## src/rtl/bk_mem_pkg.sv

```systemverilog
// bk_mem_pkg: shared FSM states, BK window bases and page geometry for the disk copy bridge
package bk_mem_pkg;
    typedef enum logic [2:0] {S_IDLE, S_XLATE, S_REQ, S_WAIT, S_ABORT} state_t;
    localparam logic [15:0] WIN0_BASE = 16'o000000;
    localparam logic [15:0] WIN1_BASE = 16'o040000;
    localparam logic [15:0] WIN2_BASE = 16'o100000;
    localparam logic [15:0] WIN3_BASE = 16'o140000;
    localparam int PAGE_SIZE = 16384;
    localparam int PAGE_BITS = $clog2(PAGE_SIZE);
    function automatic logic [1:0] win_idx(input logic [15:0] va);
        return va >= WIN3_BASE ? 2'd3 : va >= WIN2_BASE ? 2'd2 : va >= WIN1_BASE ? 2'd1 : 2'd0;
    endfunction
endpackage

```

## src/rtl/bk_vaddr_map.sv

```systemverilog
// bk_vaddr_map: maps a physical or 16-bit BK virtual address onto a word-aligned physical byte address
module bk_vaddr_map
    import bk_mem_pkg::*;
(
    input  logic        virt,
    input  logic [24:0] vaddr,
    input  logic [2:0]  page_win1,
    input  logic [2:0]  page_win2,
    output logic [24:0] paddr,
    output logic        valid
);
    logic [1:0] win;
    logic [2:0] page;
    logic       unused_bit0;
    assign unused_bit0 = vaddr[0];
    // window 0 is fixed page 0; window 3 is ROM/IO and has no RAM behind it
    always_comb begin
        win   = win_idx(vaddr[15:0]);
        page  = win == 2'd1 ? page_win1 : win == 2'd2 ? page_win2 : 3'd0;
        paddr = virt ? {8'd0, page, vaddr[PAGE_BITS-1:1], 1'b0} : {vaddr[24:1], 1'b0};
        valid = !virt || win != 2'd3;
    end
endmodule

```

## src/rtl/dsk_mem_bridge.sv

```systemverilog
// dsk_mem_bridge: turns disk copy engine strobes into single req/ack memory accesses with timeout
module dsk_mem_bridge
    import bk_mem_pkg::*;
#(
    parameter int TIMEOUT = 255
) (
    input  logic        clk_sys,
    input  logic        reset_n,
    input  logic        dsk_copy,
    input  logic        dsk_copy_virt,
    input  logic [24:0] dsk_copy_addr,
    input  logic [15:0] dsk_copy_dout,
    input  logic        dsk_copy_we,
    input  logic        dsk_copy_rd,
    output logic [15:0] dsk_copy_din,
    input  logic [2:0]  page_win1,
    input  logic [2:0]  page_win2,
    output logic [24:0] mem_addr,
    output logic        mem_req,
    output logic        mem_we,
    output logic [15:0] mem_wdata,
    input  logic        mem_ack,
    input  logic [15:0] mem_rdata,
    output logic        busy,
    output logic        err
);
    localparam int CW = $clog2(TIMEOUT + 1);
    state_t        state;
    logic          strobe_q;
    logic          copy_q;
    logic          we_l;
    logic          virt_l;
    logic [24:0]   addr_l;
    logic [15:0]   dout_l;
    logic [CW-1:0] cnt;
    logic [24:0]   paddr;
    logic          valid;
    logic          start;
    assign start = dsk_copy && (dsk_copy_rd || dsk_copy_we) && !strobe_q;
    assign busy  = state != S_IDLE;
    bk_vaddr_map u_map (
        .virt      (virt_l),
        .vaddr     (addr_l),
        .page_win1 (page_win1),
        .page_win2 (page_win2),
        .paddr     (paddr),
        .valid     (valid)
    );
    // access FSM; strobe history resets high so a level held through reset is not a new edge
    always_ff @(posedge clk_sys or negedge reset_n) begin
        if (!reset_n) begin
            state        <= S_IDLE;
            strobe_q     <= 1'b1;
            copy_q       <= 1'b0;
            we_l         <= 1'b0;
            virt_l       <= 1'b0;
            addr_l       <= '0;
            dout_l       <= '0;
            cnt          <= '0;
            mem_req      <= 1'b0;
            mem_we       <= 1'b0;
            mem_addr     <= '0;
            mem_wdata    <= '0;
            dsk_copy_din <= '0;
            err          <= 1'b0;
        end else begin
            strobe_q <= dsk_copy_rd || dsk_copy_we;
            copy_q   <= dsk_copy;
            if (state != S_IDLE && !dsk_copy) begin
                state   <= S_IDLE;
                mem_req <= 1'b0;
            end else begin
                case (state)
                    S_IDLE: if (start) begin
                        state  <= S_XLATE;
                        we_l   <= dsk_copy_we;
                        virt_l <= dsk_copy_virt;
                        addr_l <= dsk_copy_addr;
                        dout_l <= dsk_copy_dout;
                        if (!copy_q) err <= 1'b0;
                    end
                    S_XLATE: if (valid) begin
                        state     <= S_REQ;
                        mem_req   <= 1'b1;
                        mem_addr  <= paddr;
                        mem_we    <= we_l;
                        mem_wdata <= dout_l;
                    end else begin
                        state <= S_IDLE;
                        err   <= 1'b1;
                        if (!we_l) dsk_copy_din <= 16'h0000;
                    end
                    S_REQ, S_WAIT: if (mem_ack) begin
                        state   <= S_IDLE;
                        mem_req <= 1'b0;
                        if (!mem_we) dsk_copy_din <= mem_rdata;
                    end else if (state == S_REQ) begin
                        state <= S_WAIT;
                        cnt   <= '0;
                    end else if (cnt == CW'(TIMEOUT - 1)) begin
                        state        <= S_ABORT;
                        mem_req      <= 1'b0;
                        err          <= 1'b1;
                        dsk_copy_din <= 16'hFFFF;
                    end else begin
                        cnt <= cnt + 1'b1;
                    end
                    default: state <= S_IDLE;
                endcase
            end
        end
    end
endmodule

```

## config.mk

```make
export PLATFORM = sky130hd
export DESIGN_NAME = dsk_mem_bridge
export DESIGN_NICKNAME = d
export VERILOG_FILES = /design/src/rtl/bk_mem_pkg.sv /design/src/rtl/bk_vaddr_map.sv /design/src/rtl/dsk_mem_bridge.sv
export SDC_FILE = /design/constraint.sdc
export NUM_CORES = 1
export LEC_CHECK = 0
export ABC_AREA = 1
export BUFFER_PORTS_ARGS = -buffer_cell sky130_fd_sc_hd__buf_2
export CAP_MARGIN = 0
export CORE_MARGIN = 5
export CORE_UTILIZATION = 53
export CTS_CLUSTER_DIAMETER = 60
export DETAILED_ROUTE_END_ITERATION = 16
export HOLD_SLACK_MARGIN = 0.08
export PLACE_DENSITY = 0.85
export SLEW_MARGIN = 10
export SYNTH_ARGS = -nofsm -noshare
export SYNTH_HDL_FRONTEND = slang
export SYNTH_HIERARCHICAL = 1
export SYNTH_SLANG_ARGS = --single-unit
```

## constraint.sdc

```tcl
create_clock -name clk_sys -period 2 [get_ports clk_sys]
set_clock_uncertainty 0.05 [all_clocks]
set_input_delay 0.1 -clock clk_sys [delete_from_list [all_inputs] [get_ports clk_sys]]
set_output_delay 0.1 -clock clk_sys [all_outputs]
set_load 0.01 [all_outputs]
```

==> results of run 1 <==
==> flip-flops by register name, summed over array words and instances (netlist names), 3 cells and up <==
name and count:
mem_addr 25, dsk_copy_din 16, cnt 8, state 3, mem_wdata 16, dout_l 16, addr_l 24
==> where the power goes <==
part	switching (uW)	internal, uW
logic	2290	1280
clock network	1010	2490
registers	567	3270
==> cell usage in the layout (no fill, tap or decap), drive strengths merged <==
master        count
nand3b            1
nand4             2
nand2           210
dlygate4sd3      70
dfrtp           114
diode             2
buf             142
inv              44
xor2              1
a21oi            19
nand3            87
dlymetal6s4s      1
a31oi             1
clkinv            4
or2               2
bufinv            7
nor2             73
ha                2
a21boi            1
o21ai            25
dfstp             1
clkbuf           22
conb              1
==> metrics by stage <==
stage               setup WS (ns)  utilization (%)  instance area, um^2  std cells
floorplan                   0.412                -                 5170        628
global placement            0.332             60.6                 5850        860
detailed placement          0.214             60.6                 5850        860
CTS                         0.145             75.2                 7240        963
global route              0.00225             75.2                 7250        963
finish                      0.138             75.3                 7250        965
==> per-layer routing <==
| layer | global-route usage (%) | share of wire (%) | up-vias |
|---|---|---|---|
| met5 | 0 | 0 | - |
| met1 | 31.7 | 39 | 2388 |
| li1 | - | - | 2345 |
| met4 | 13.9 | 3.7 | 0 |
| met3 | 6.51 | 6.2 | 50 |
| met2 | 45.5 | 51 | 247 |
==> repair_timing <==
item,4_1_cts,5_1_grt
setup endpoints to repair,0,4
hold buffers,71,0
resized for setup,0,2
endpoints found under the hold margin,183,0
==> worst min-delay path by stage <==
stage / from / end / slack (ns) / cells past startpoint
final: dsk_copy / copy_q / 0.26 / 2
after global routing: dsk_copy / copy_q / 0.24 / 2
after CTS: dsk_copy / copy_q / 0.23 / 2
after detailed placement: reset_n / dout_l[14] / 0.08 / 1
after global placement: reset_n / dout_l[14] / 0.07 / 1
after floorplan: reset_n / addr_l[10] / -0.25 / 0
==> cell type report <==
| cell class | instances | area, um^2 |
|---|---|---|
| multi-input cells | 425 | 1860 |
| clock inverters | 10 | 225 |
| inverters | 45 | 171 |
| diodes | 2 | 5.00 |
| fillers | 626 | 2380 |
| repair buffers | 213 | 1480 |
| clock buffers | 22 | 463 |
| well taps | 133 | 166 |
| flip-flops and latches | 115 | 2880 |
==> run_results.csv, run 1 <==
group,metric,value,unit
final_layout,area_delta_synth_final,40.3,%
detailed_routing,viasPerCell,5.21,
sta,hold_ws,0.256,ns
final_layout,drive_gt1_share,23.4,%
place,dp.final_hpwl,8.70,mm
detailed_routing,dr_total_vias,5030,
critical_path,r2r_cells,9,
detailed_routing,drc,0,
sta,min_period,1.86,ns
sta,relSlewSlack,66.3,%
die,io_pins,131,
critical_path,critical_path.endpoint_type,"flop",
detailed_routing,routed_wl,15.1,mm
critical_path,path_cells,"nand3_1 > inv_1 > nor2_1 > nand2_1 > inv_4 > nand2_2 > buf_4 > nand2_1 > o21ai_0",
sta,final-setup-viol-count,0,
critical_path,timing.rr.start,"addr_l[15]",
die,initial_core_util,53.6,%
critical_path,crit_path_start,"addr_l[15]",
synthesis,syn-num-nets,700,
clock_network,cts_tree,"yes",
detailed_routing,wl_per_cell,15.6,um
sta,tightest_slew,0.506,ns
sta,tns,0,ns
clock_network,cts_inserted_buffers,17,
critical_path,crit_type,"reg2reg",
clock_network,cts_max_path_buffers,2,
synthesis,synthesis.instances,628,
global_route,grt_usage,26.8,%
final_layout,nNetsFinal,889,
clock_network,h-tree-depth,4,
critical_path,cp_num_cells,9,
critical_path,critPathCapture,"mem_wdata[14]",
sta,slew_viol_final,0,
clock_network,cts.clk_slew.worst_paths,0.06,ns
critical_path,critical_path.top_delay_family,"simple AND/OR/NAND/NOR gates",
critical_path,worstPathBufferInverterCount,3,
critical_path,crit_arrival,2.22,ns
global_route,grt_pass1_vias,5023,
die,fp.coreArea,9640,um^2
run,cap_viol_max_count,0,
sta,hold_viol_final,0,
pwr,p_leak,0.00398,uW
global_route,grt_pass1_wl,24.3,mm
clock_network,cts-root-buf,"clkbuf_8",
pwr,p_total,10900,uW
critical_path,r2r_end,"mem_wdata[14]",
die,rows,36,
critical_path,worstPathRequired,2.36,ns
detailed_routing,dr.first_iter.drc_count,532,
die,dieArea,11800,um^2
sta,rsz0062_at_grt,"false",
synthesis,syn_area_per_cell,8.23,um^2
global_route,grt_max_degree,40,
die,die-height,109,um
sta,max_freq,0.537,GHz
worst_hold_path,hold_class,"in2reg",
sta,min_period_over_period,93.1,%
pwr,ir_drop,807,uV
synthesis,yosysWarnings,6,
global_route,antenna_found_initial,0,
critical_path,cp_slowest_stage_delay,0.50,ns
clock_network,clock_sinks,115,
place,port_buffers,129,
pwr,power.density,1510,nW/um^2
critical_path,cp_max_fo,33,
status,status,"finished clean",
global_route,grt_overflow_total,0,
clock_network,cts_setup_buffers,0,
detailed_routing,drtAntennaViolNets,0,
place,gp_congestion,0.910,
critical_path,r2r_setup_slack,0.14,ns
synthesis,syn-cell-area,5170,um^2
clock_network,worstSkewPairLatency,0.52,ns
die,die_w,109,um
critical_path,path_common_cell,"nand2_1",
critical_path,cp-start-kind,"flop",
detailed_routing,first_pass_iters,5,
critical_path,cp_slowest_cell,"dfrtp_1",
Power figures use the tool's default switching activity.
==> run 2, diff against run 1 <==
--- a/config.mk
+++ b/config.mk
@@ -6,7 +6,7 @@
 export NUM_CORES = 1
 export LEC_CHECK = 0
 export ABC_AREA = 1
-export BUFFER_PORTS_ARGS = -buffer_cell sky130_fd_sc_hd__buf_2
+export BUFFER_PORTS_ARGS = -buffer_cell sky130_fd_sc_hd__buf_4
 export CAP_MARGIN = 0
 export CORE_MARGIN = 5
 export CORE_UTILIZATION = 53
==> run 2 against run 1 <==
Net effect:
- clock-buffer cell count down 1
- sequential cell count did not move
- worst hold slack got worse by 0.0065 ns
- fmax decreased by 2.4%
- wire length up 7.0%
- non-clock buffer count decreased by 1
- combinational power up 11%
- register-to-register slack got worse by 0.05 ns
- global-route usage is 1.8 points higher
- critical path type unchanged
- largest power group is now combinational logic
- highest routed layer unchanged
==> run_results.csv, run 2 (synthesis results as in run 1) <==
group,metric,value,unit
status,status,"finished clean",
clock_network,cts.clk_slew.worst_paths,0.06,ns
die,die-height,109,um
critical_path,cp_max_fo,17,
critical_path,critical_path.endpoint_type,"flop",
run,cap_viol_max_count,0,
critical_path,timing.rr.start,"state[0]",
sta,hold_viol_final,0,
global_route,gr-usage-met1,33.7,%
clock_network,cts_tree,"yes",
die,die_w,109,um
clock_network,cts_max_path_buffers,2,
sta,final-setup-viol-count,0,
pwr,power.density,1450,nW/um^2
clock_network,cts_inserted_buffers,17,
die,fp.coreArea,9640,um^2
die,rows,36,
sta,slew_viol_final,0,
final_layout,area_delta_synth_final,44.7,%
detailed_routing,wl_per_cell,16.8,um
sta,min_period,1.91,ns
pwr,ir_drop,793,uV
die,io_pins,131,
global_route,grt_busiest_layer,"met2",
global_route,grt_pass1_wl,26.2,mm
clock_network,worstSkewPairLatency,0.52,ns
place,port_buffers,129,
sta,tns,0,ns
critical_path,crit_type,"reg2reg",
pwr,p_leak,0.00400,uW
global_route,grt_usage,28.6,%
detailed_routing,dr_total_vias,5221,
global_route,met3_usage,7.82,%
sta,max_freq,0.524,GHz
sta,hold_ws,0.250,ns
worst_hold_path,hp-start,"dsk_copy",
final_layout,layout.cells.most_common,"nand2_1",
die,dieArea,11800,um^2
detailed_routing,first_pass_iters,6,
final_layout,top_register,"mem_addr",
sta,worst_slack,0.0918,ns
detailed_routing,routed_wl,16.2,mm
final_layout,nNetsFinal,888,
clock_network,clock_sinks,115,
global_route,grt_pass1_vias,5367,
place,dp.final_hpwl,8.81,mm
global_route,grt_util_met2,48.9,%
place,place_ws,0.183,ns
place,gp_congestion,0.891,
final_layout,final_cell_mix,"203 x nand2_1, 138 x buf_4, 114 x dfrtp_1",
clock_network,cts-root-buf,"clkbuf_8",
detailed_routing,drc,0,
global_route,grt_max_degree,54,
critical_path,crit_arrival,2.25,ns
critical_path,cp-start-kind,"flop",
critical_path,worstPathRequired,2.34,ns
detailed_routing,drtAntennaViolNets,0,
global_route,antenna_found_initial,0,
global_route,grt_overflow_total,0,
detailed_routing,viasPerCell,5.43,
sta,min_period_over_period,95.4,%
final_layout,largest_register_ff_count,25,
clock_network,h-tree-depth,4,
final_layout,drive_gt1_share,23.4,%
worst_hold_path,hold_class,"in2reg",
sta,rsz0062_at_grt,"false",
final_layout,largestRegisters,"mem_addr (25), addr_l (24)",
critical_path,crit_path_start,"state[0]",
detailed_routing,dr.first_iter.drc_count,475,
die,initial_core_util,53.6,%
==> run 2: changes by cell type in the layout (fill, tap and decap cells not counted), moves of 2 or more <==
| cell | before | now |
|---|---|---|
| clkinvlp_4 | 0 | 3 |
| bufinv_16 | 7 | 3 |
| buf_2 | 128 | 0 |
| buf_12 | 2 | 4 |
| buf_4 | 12 | 138 |
==> run 2: critical path, cell delays in order (launching register included) <==
cell and delay, ns:
dfrtp_1 0.44, nor2_2 0.21, nand2_1 0.17, nand2_4 0.20
nand2_2 0.13, nor2_8 0.23, nand2_4 0.17, nand2_1 0.10
nand2_1 0.07
==> run 2: final timing paths <==
| path | end | slack, ns | cells after the start |
|---|---|---|---|
| hold reg to reg | mem_addr[22] | 0.43 | 2 |
| setup reg to reg | dsk_copy_din[12] | 0.09 | 8 |
| setup / recovery | dsk_copy_din[12] | 0.09 | 8 |
| max in group asynchronous | strobe_q | 1.03 | 4 |
| min in group asynchronous | dout_l[11] | 0.62 | 4 |
| hold / removal | copy_q | 0.25 | 2 |
==> run 2: cell type report <==
type | count | area [um^2]
Sequential cell | 115 | 2880
Fill cell | 575 | 2160
Multi-Input combinational cell | 425 | 1870
Timing Repair Buffer | 212 | 1820
Clock buffer | 21 | 449
Inverter | 45 | 169
Tap cell | 133 | 166
Clock inverter | 10 | 133
Antenna cell | 1 | 2.50
==> run 2: routing by layer <==
metal / part of all wire (%) / wire length [um] / vias up
met5: 0 / 0 / -
met4: 4.1 / 667 / 0
met3: 7.7 / 1240 / 65
met2: 51 / 8220 / 314
met1: 37 / 6030 / 2500
li1: - / - / 2342
==> run 2: through the flow <==
step	total power, uW	cells	area (um^2)	utilization, %
floorplan	6120	628	5170	-
global placement	7250	859	6170	64.0
detailed placement	7420	859	6170	64.0
CTS	10600	961	7470	77.5
global route	11500	961	7480	77.6
finish	10800	962	7480	77.6
==> run 2: power by group <==
part / switching, uW / internal, uW / leakage, uW
sequential: 605 / 3270 / 0.00143
combinational: 2390 / 1580 / 0.00229
clock: 1030 / 1940 / 0.000280
total: 4030 / 6800 / 0.00400
==> run 2: what timing repair did <==
| item | in CTS | in global routing |
|---|---|---|
| hold endpoints to repair | 182 | 0 |
| setup endpoints to repair | 0 | 26 |
| hold buffers | 71 | 0 |
| gates resized for setup | 0 | 2 |
| buffers inserted | 0 | 0 |
